`config.mk`:
```
export PLATFORM = sky130hd
export DESIGN_NAME = vga_timing_flat
export DESIGN_NICKNAME = d
export VERILOG_FILES = /design/src/rtl/vga_pkg.sv /design/src/rtl/vga_timing_if.sv /design/src/rtl/vga_timing_pix_clk_en.sv /design/src/rtl/vga_timing.sv /design/src/flat_wrapper.sv
export SDC_FILE = /design/constraint.sdc
export NUM_CORES = 1
export LEC_CHECK = 0
export ABC_CLOCK_PERIOD_IN_PS = 1550
export CAP_MARGIN = 40
export CORE_UTILIZATION = 44
export DETAILED_ROUTE_END_ITERATION = 10
export GPL_TIMING_DRIVEN = 1
export PLACE_DENSITY = 0.73
export SLEW_MARGIN = 20
export SYNTH_ARGS = -nofsm -noshare
export SYNTH_HDL_FRONTEND = slang
export SYNTH_SLANG_ARGS = --single-unit
```
`constraint.sdc`:
```
create_clock -name clk -period 1.55 [get_ports clk]
set_input_delay 0.2325 -clock clk [delete_from_list [all_inputs] [get_ports clk]]
set_output_delay 0.2325 -clock clk [all_outputs]
set_load 0.1 [all_outputs]
```
`src/rtl/vga_pkg.sv`:
```
// Shared raster constants for the 640x480@60 Pong display path, also used by renderers for playfield bounds.
// Latency: n/a (constants, types and a pure helper function).
// Backpressure: n/a.
package vga_pkg;

  localparam int COUNT_W = 10;

  // Default 640x480@60 timing, in pixels and lines
  localparam int DEF_H_VISIBLE = 640;
  localparam int DEF_H_FP      = 16;
  localparam int DEF_H_SYNC    = 96;
  localparam int DEF_H_BP      = 48;
  localparam int DEF_V_VISIBLE = 480;
  localparam int DEF_V_FP      = 10;
  localparam int DEF_V_SYNC    = 2;
  localparam int DEF_V_BP      = 33;
  localparam int DEF_CLK_DIV   = 2;

  localparam int H_TOTAL = DEF_H_VISIBLE + DEF_H_FP + DEF_H_SYNC + DEF_H_BP;
  localparam int V_TOTAL = DEF_V_VISIBLE + DEF_V_FP + DEF_V_SYNC + DEF_V_BP;

  // Inclusive sync windows for the default timing
  localparam int H_SYNC_START = DEF_H_VISIBLE + DEF_H_FP;
  localparam int H_SYNC_END   = H_SYNC_START + DEF_H_SYNC - 1;
  localparam int V_SYNC_START = DEF_V_VISIBLE + DEF_V_FP;
  localparam int V_SYNC_END   = V_SYNC_START + DEF_V_SYNC - 1;

  typedef logic [COUNT_W-1:0] count_t;

  // True when c lies in the inclusive range [lo, hi]
  function automatic logic in_window(input count_t c, input count_t lo, input count_t hi);
    return (c >= lo) && (c <= hi);
  endfunction

endpackage

```
`src/rtl/vga_timing_if.sv`:
```
// Raster bus between the timing generator and the pixel renderers / VGA connector.
// Latency: n/a (wiring only).
// Backpressure: none; master free-runs and slaves follow pix_en.
interface vga_timing_if;
  import vga_pkg::*;

  logic   r_in;
  logic   g_in;
  logic   b_in;
  count_t hcount;
  count_t vcount;
  logic   pix_en;
  logic   visible;
  logic   frame_tick;
  logic   hsync;
  logic   vsync;
  logic   r;
  logic   g;
  logic   b;

  modport master (
    input  r_in, g_in, b_in,
    output hcount, vcount, pix_en, visible, frame_tick, hsync, vsync, r, g, b
  );

  modport slave (
    output r_in, g_in, b_in,
    input  hcount, vcount, pix_en, visible, frame_tick, hsync, vsync, r, g, b
  );

endinterface

```
`src/rtl/vga_timing_pix_clk_en.sv`:
```
// Pixel-rate divider: one-clk pix_en strobe every CLK_DIV system clocks (CLK_DIV must be 2 or more).
// Latency: first strobe is high in the cycle closed by the CLK_DIV-th rising edge after reset release.
// Backpressure: none; free-running.
module pix_clk_en #(
  parameter int CLK_DIV = 2
) (
  input  logic clk,
  input  logic reset_n,
  output logic pix_en
);

  localparam int DIV_W = $clog2(CLK_DIV);
  localparam logic [DIV_W-1:0] DIV_MAX = DIV_W'(CLK_DIV - 1);

  logic [DIV_W-1:0] div_q;

  // Count 0..CLK_DIV-1 and wrap
  always_ff @(posedge clk or negedge reset_n) begin
    if (!reset_n) begin
      div_q <= '0;
    end else if (div_q == DIV_MAX) begin
      div_q <= '0;
    end else begin
      div_q <= div_q + DIV_W'(1);
    end
  end

  // Decoded straight from the register, so it is low throughout reset
  assign pix_en = (div_q == DIV_MAX);

endmodule

```
`src/rtl/vga_timing.sv`:
```
// Raster timing generator: h/v counters, sync decode and blanked, sync-aligned pixel output register.
// Latency: counters step on pix_en; r/g/b/hsync/vsync appear one clk after the pix_en that sampled them.
// Backpressure: none; free-running raster, renderers must have r_in/g_in/b_in valid by the next pix_en.
module vga_timing
  import vga_pkg::*;
#(
  parameter int H_VISIBLE = DEF_H_VISIBLE,
  parameter int H_FP      = DEF_H_FP,
  parameter int H_SYNC    = DEF_H_SYNC,
  parameter int H_BP      = DEF_H_BP,
  parameter int V_VISIBLE = DEF_V_VISIBLE,
  parameter int V_FP      = DEF_V_FP,
  parameter int V_SYNC    = DEF_V_SYNC,
  parameter int V_BP      = DEF_V_BP,
  parameter int CLK_DIV   = DEF_CLK_DIV
) (
  input logic          clk,
  input logic          reset_n,
  vga_timing_if.master vga
);

  // Totals must stay below 1024 so the 10-bit counters never alias
  localparam count_t H_LAST  = COUNT_W'(H_VISIBLE + H_FP + H_SYNC + H_BP - 1);
  localparam count_t V_LAST  = COUNT_W'(V_VISIBLE + V_FP + V_SYNC + V_BP - 1);
  localparam count_t H_VIS   = COUNT_W'(H_VISIBLE);
  localparam count_t V_VIS   = COUNT_W'(V_VISIBLE);
  localparam count_t HS_LO   = COUNT_W'(H_VISIBLE + H_FP);
  localparam count_t HS_HI   = COUNT_W'(H_VISIBLE + H_FP + H_SYNC - 1);
  localparam count_t VS_LO   = COUNT_W'(V_VISIBLE + V_FP);
  localparam count_t VS_HI   = COUNT_W'(V_VISIBLE + V_FP + V_SYNC - 1);

  logic   pix_en;
  count_t hcount_q;
  count_t vcount_q;
  logic   visible;
  logic   hsync_d;
  logic   vsync_d;
  logic   frame_tick;
  logic   r_q, g_q, b_q;
  logic   hsync_q, vsync_q;

  pix_clk_en #(
    .CLK_DIV (CLK_DIV)
  ) u_pix_clk_en (
    .clk     (clk),
    .reset_n (reset_n),
    .pix_en  (pix_en)
  );

  // Raster position: column steps every pixel, line steps when the column wraps
  always_ff @(posedge clk or negedge reset_n) begin
    if (!reset_n) begin
      hcount_q <= '0;
      vcount_q <= '0;
    end else if (pix_en) begin
      if (hcount_q == H_LAST) begin
        hcount_q <= '0;
        if (vcount_q == V_LAST) begin
          vcount_q <= '0;
        end else begin
          vcount_q <= vcount_q + COUNT_W'(1);
        end
      end else begin
        hcount_q <= hcount_q + COUNT_W'(1);
      end
    end
  end

  // Visibility, active-low sync decode and start-of-vblank tick for the current position
  always_comb begin
    visible    = (hcount_q < H_VIS) && (vcount_q < V_VIS);
    hsync_d    = ~in_window(hcount_q, HS_LO, HS_HI);
    vsync_d    = ~in_window(vcount_q, VS_LO, VS_HI);
    frame_tick = pix_en && (hcount_q == '0) && (vcount_q == V_VIS);
  end

  // Colour and sync are captured on the same pix_en so they always describe one pixel
  always_ff @(posedge clk or negedge reset_n) begin
    if (!reset_n) begin
      r_q     <= 1'b0;
      g_q     <= 1'b0;
      b_q     <= 1'b0;
      hsync_q <= 1'b1;
      vsync_q <= 1'b1;
    end else if (pix_en) begin
      r_q     <= vga.r_in & visible;
      g_q     <= vga.g_in & visible;
      b_q     <= vga.b_in & visible;
      hsync_q <= hsync_d;
      vsync_q <= vsync_d;
    end
  end

  assign vga.hcount     = hcount_q;
  assign vga.vcount     = vcount_q;
  assign vga.pix_en     = pix_en;
  assign vga.visible    = visible;
  assign vga.frame_tick = frame_tick;
  assign vga.hsync      = hsync_q;
  assign vga.vsync      = vsync_q;
  assign vga.r          = r_q;
  assign vga.g          = g_q;
  assign vga.b          = b_q;

endmodule

```
`src/flat_wrapper.sv`:
```
// flat-port wrapper written by rule: the top's interface ports become plain ports
module vga_timing_flat import vga_pkg::*;
#(
  parameter int H_VISIBLE = DEF_H_VISIBLE,
  parameter int H_FP      = DEF_H_FP,
  parameter int H_SYNC    = DEF_H_SYNC,
  parameter int H_BP      = DEF_H_BP,
  parameter int V_VISIBLE = DEF_V_VISIBLE,
  parameter int V_FP      = DEF_V_FP,
  parameter int V_SYNC    = DEF_V_SYNC,
  parameter int V_BP      = DEF_V_BP,
  parameter int CLK_DIV   = DEF_CLK_DIV
)
  (clk, reset_n, vga_r_in, vga_g_in, vga_b_in, vga_hcount, vga_vcount, vga_pix_en, vga_visible, vga_frame_tick, vga_hsync, vga_vsync, vga_r, vga_g, vga_b);
  vga_timing_if vga_i ();
  input logic clk;
  input logic reset_n;
  input wire logic [$bits(vga_i.r_in)-1:0] vga_r_in;
  input wire logic [$bits(vga_i.g_in)-1:0] vga_g_in;
  input wire logic [$bits(vga_i.b_in)-1:0] vga_b_in;
  output wire logic [$bits(vga_i.hcount)-1:0] vga_hcount;
  output wire logic [$bits(vga_i.vcount)-1:0] vga_vcount;
  output wire logic [$bits(vga_i.pix_en)-1:0] vga_pix_en;
  output wire logic [$bits(vga_i.visible)-1:0] vga_visible;
  output wire logic [$bits(vga_i.frame_tick)-1:0] vga_frame_tick;
  output wire logic [$bits(vga_i.hsync)-1:0] vga_hsync;
  output wire logic [$bits(vga_i.vsync)-1:0] vga_vsync;
  output wire logic [$bits(vga_i.r)-1:0] vga_r;
  output wire logic [$bits(vga_i.g)-1:0] vga_g;
  output wire logic [$bits(vga_i.b)-1:0] vga_b;
  assign vga_i.r_in = vga_r_in;
  assign vga_i.g_in = vga_g_in;
  assign vga_i.b_in = vga_b_in;
  assign vga_hcount = vga_i.hcount;
  assign vga_vcount = vga_i.vcount;
  assign vga_pix_en = vga_i.pix_en;
  assign vga_visible = vga_i.visible;
  assign vga_frame_tick = vga_i.frame_tick;
  assign vga_hsync = vga_i.hsync;
  assign vga_vsync = vga_i.vsync;
  assign vga_r = vga_i.r;
  assign vga_g = vga_i.g;
  assign vga_b = vga_i.b;
  vga_timing #(.H_VISIBLE(H_VISIBLE), .H_FP(H_FP), .H_SYNC(H_SYNC), .H_BP(H_BP), .V_VISIBLE(V_VISIBLE), .V_FP(V_FP), .V_SYNC(V_SYNC), .V_BP(V_BP), .CLK_DIV(CLK_DIV)) u_core (.clk(clk), .reset_n(reset_n), .vga(vga_i));
endmodule
```
==> impl_metrics.yaml, run 1 <==
floorplanning:
  die_h_um: 57.78
  start_util_pct: 47.98
  ios: 33
  die_w_um: 57.78
  core.rowCount: 19
placed_design:
  dp_slack_ns: -0.1792
  io_buffer_count: 32
  hpwlAfterDp_mm: 3.233
  gp_congestion: 0.8464
clocking:
  cts_num_sinks: 26
  ctsHoldBuffers: 0
  cts_inserted_buffers: 3
  cts_max_path_buffers: 2
  htreeDepth: 1
  cts_root_buffer: "clkbuf_4"
synth:
  ys_seq_area_share_pct: 47.71
  netlist_area_um2: 1369
  ys_ff_latch: 26
  ys_async_sr_fraction_pct: 100.0
  synth_top_cell_area_share_pct: 43.88
  ys_warn_count: 0
  synth_cells: 133
  postSynthAreaPerCell_um2: 10.29
  synth_edf_count: 0
  syn_nets: 142
  ys_types: 39
  yosys.area.top_type: "dfrtp_1"
  ys.flop_type: "dfrtp_1"
  ys_top_cells_by_area: "dfrtp_1 44%, xnor2_1 4.5%, nand3_1 4.0%, dfstp_2 3.8%, xor2_1 3.8%"
sta:
  worstEndpointType: "top-level output"
  grt-worst-endpoint: "vga_frame_tick"
grt:
  grt_max_degree: 27
outcome:
  tool.error: "[ERROR DPL-0038] Utilization greater than 100%, impossible to legalize"
  stop_stage: "global routing (5_1_grt)"
  status: "aborted with a tool error"
## logic make-up after synthesis
family	synth area share, %
simple gates	29.16
flops	47.72
compound gates	8.137
xor+xnor	8.318
buf+inv	3.016
fa+ha+maj	3.656
## cell usage after synthesis (3+ instances only)
master and count:
o21ai_0 6, xor2_1 6, nor4_1 3, ha_1 4
inv_1 6, nor2_1 12, nand3_1 11, nand2_1 10
nor3_1 5, xnor2_1 7, o2bb2ai_1 3, nand4_1 4
dfrtp_1 24
## what timing repair did
action / CTS
pin swaps: 14
buffers inserted: 9
gates resized for setup: 20
setup endpoints to repair: 11
## metrics by stage
stage                     area (µm²)  instances  hold slack (ns)
after CTS                       2604        242           0.2828
after detailed placement        2419        229           0.5315
after floorplan                 1541        133         -0.06309
after global placement          2419        229           0.4968
==> run 2: changes to the inputs <==
Settings changed: ABC_CLOCK_PERIOD_IN_PS 1550 to 2000, CORE_AREA set to 2 2 63 65, CORE_UTILIZATION 44 to not set, DIE_AREA set to 0 0 65 67, PLACE_DENSITY 0.73 to not set, PLACE_DENSITY_LB_ADDON set to 0.15.
Clock period 1.55 ns to 2 ns, I/O delays scaled along.
==> run 2 against run 1 <==
The flow now finishes without violations. Synthesized area is the same. Synthesized cell count unchanged.
==> impl_metrics.yaml, run 2 <==
setup_path:
  cp_cell_sequence: "and3_4, nand2_4, nor4b_4, and4_4, buf_12"
  worstReg2RegStart: "u_core.vga.hcount[0]"
  worstPathArrival_ns: 1.69
  end_kind: "output pin"
  slowest_delay_ns: 0.41
  worstSetupPathType: "reg2out"
  crit_start: "u_core.vga.vcount[5]"
  cp.required_ns: 1.70
  cp_top_family: "simple AND/OR/NAND/NOR gates"
  start_kind: "register"
  crit_buf_inv: 1
  slowest_stage: "dfrtp_4"
  cp_max_fo: 4
sta:
  slew_headroom_pct: 76.95
  timing.final.crit_share_pct: 99.51
  finalSetupViolations: 0
  max_freq_ghz: 0.5025
  whs_ns: 0.3777
  fin_crit_ns: 1.990
  finalHoldViolations: 0
  worstMarginPinSlew_ns: 0.3426
  fin_setup_tns_ns: 0
  rsz0062_at_grt: "true"
  finClkSkew_ns: 0.007657
  maxSlewViolCount: 0
flow_run:
  max_cap_viol_count: 0
clocking:
  cts_root_buffer: "clkbuf_8"
  cts_max_path_buffers: 2
  clkTransAtPathRegs_ns: 0.10
  cts_tree: "built"
  cts_num_sinks: 26
  cts_inserted_buffers: 3
  clk_latency_ns: 0.28
  ctsHoldBuffers: 0
  htreeDepth: 1
drt:
  drc: 0
  vias: 1164
  drt_iter0_drc: 58
  avgRoutedWirePerCell_um: 15.68
  dr.pass1.iters: 4
  finalWirelength_mm: 3.497
  ant_nets: 0
  viasPerCell: 5.220
hold_path:
  hp-class: "in2async"
synth:
  yosysMostFrequentCell: "dfrtp_1"
  synth_top_cell_area_share_pct: 43.88
  ys_warn_count: 0
  syn_nets: 142
  yosys.area.top_type: "dfrtp_1"
  synth_cells: 133
  ys_seq_area_share_pct: 47.71
  synth_edf_count: 0
  postSynthAreaPerCell_um2: 10.29
  ys_async_sr_fraction_pct: 100.0
  ys_types: 39
  netlist_area_um2: 1369
  ys_top_cells_by_area: "dfrtp_1 44%, xnor2_1 4.5%, nand3_1 4.0%, dfstp_2 3.8%, xor2_1 3.8%"
  ys.flop_type: "dfrtp_1"
  ys_ff_latch: 26
  ys_top_cells_by_count: "24 x dfrtp_1, 12 x nor2_1, 11 x nand3_1"
grt:
  grt_pass1_wl_mm: 5.678
  grt-ovfl-total: 0
  antenna_found_initial: 0
  grt_pass1_vias: 1150
  grt_usage_pct: 17.54
  grt_max_degree: 27
placed_design:
  gp_congestion: 0.8692
  hpwlAfterDp_mm: 2.414
  io_buffer_count: 32
finish:
  area_growth_pct: 42.32
  n_antenna_cell: 0
  final_cell_mix: "35 x buf_4, 12 x nor2_1, 11 x nand3_1"
  final_common_cell: "buf_4"
  final_net_count: 185
  drive_gt1_share_pct: 44.57
power_and_ir_drop:
  powerDensity_nw_per_um2: 527.3
  ir_worst_vdd_mv: 0.2938
  power_mw: 1.027
  p_leak_nw: 0.8346
floorplanning:
  start_util_pct: 37.96
  die_area_um2: 4355
  ios: 33
  die_h_um: 67
  core-area_um2: 3606
  die_w_um: 65
  core.rowCount: 22
outcome:
  status: "completed"
run 2: cell counts after synthesis:
No cell type changed its count.
run 2: kinds of logic after synthesis:
| kind of cell | count (synthesis) | synth area share (%) |
|---|---|---|
| AO/OA/AOI/OAI | 17 | 8.137 |
| buffers and inverters | 10 | 3.016 |
| AND/OR/NAND/NOR | 63 | 29.16 |
| XOR/XNOR | 13 | 8.318 |
| flip-flops | 26 | 47.72 |
| adder cells (fa/ha/maj) | 4 | 3.656 |
run 2: worst paths after layout:
kind | cells past startpoint | endpoint | slack [ns]
worst max-delay path | 5 | vga_frame_tick | 0.01
worst min-delay path | 2 | u_core.vga.hcount[7] | 0.38
worst max register to register | 5 | u_core.vga.vcount[9] | 0.14
worst min register to register | 2 | u_core.vga.hsync | 0.50
max in group asynchronous | 2 | u_core.vga.vsync | 1.31
min in group clk | 2 | u_core.vga.hsync | 0.50
run 2: stage by stage:
step / utilization [%] / worst slack, ns / std cells / cell area [µm²]
2_1_floorplan: - / -0.05619 / 133 / 1418
5_1_grt: 54.03 / -0.05769 / 223 / 1948
4_1_cts: 54.03 / 0.0006585 / 223 / 1948
3_3_place_gp: 49.27 / 0.1298 / 213 / 1777
6_report: 54.03 / 0.009891 / 223 / 1948
3_5_place_dp: 49.27 / 0.1035 / 213 / 1777
run 2: final cells by class:
type / instances / area [µm²]
fillers: 325 / 1658
multi-input cells: 97 / 732.0
flip-flops and latches: 26 / 695.7
repair buffers: 42 / 362.8
well taps: 48 / 60.06
clock buffers: 3 / 41.29
clock inverters: 1 / 30.03
inverters: 6 / 26.28
run 2: power breakdown:
group	internal, mW	switching [mW]
logic	0.0135	0.0367
clock network	0.268	0.179
registers	0.528	0.00187
run 2: repair_timing:
item / CTS / global route
pin swaps: 3 / 2
buffers inserted: 6 / 0
endpoints found under the setup margin: 1 / 1
resized for setup: 9 / 4
gates cloned: 0 / 0
run 2: metal layers:
metal | global-route usage, % | wire (µm) | vias to the layer above | share of wire, %
li1 | - | - | 564 | -
met5 | 0 | 0 | - | 0
met4 | 8.245 | 67 | 0 | 1.9
met1 | 22.34 | 1611 | 567 | 46
met3 | 4.223 | 147 | 6 | 4.2
met2 | 27.96 | 1671 | 27 | 48
No activity file was read; power rests on OpenSTA's default activity.
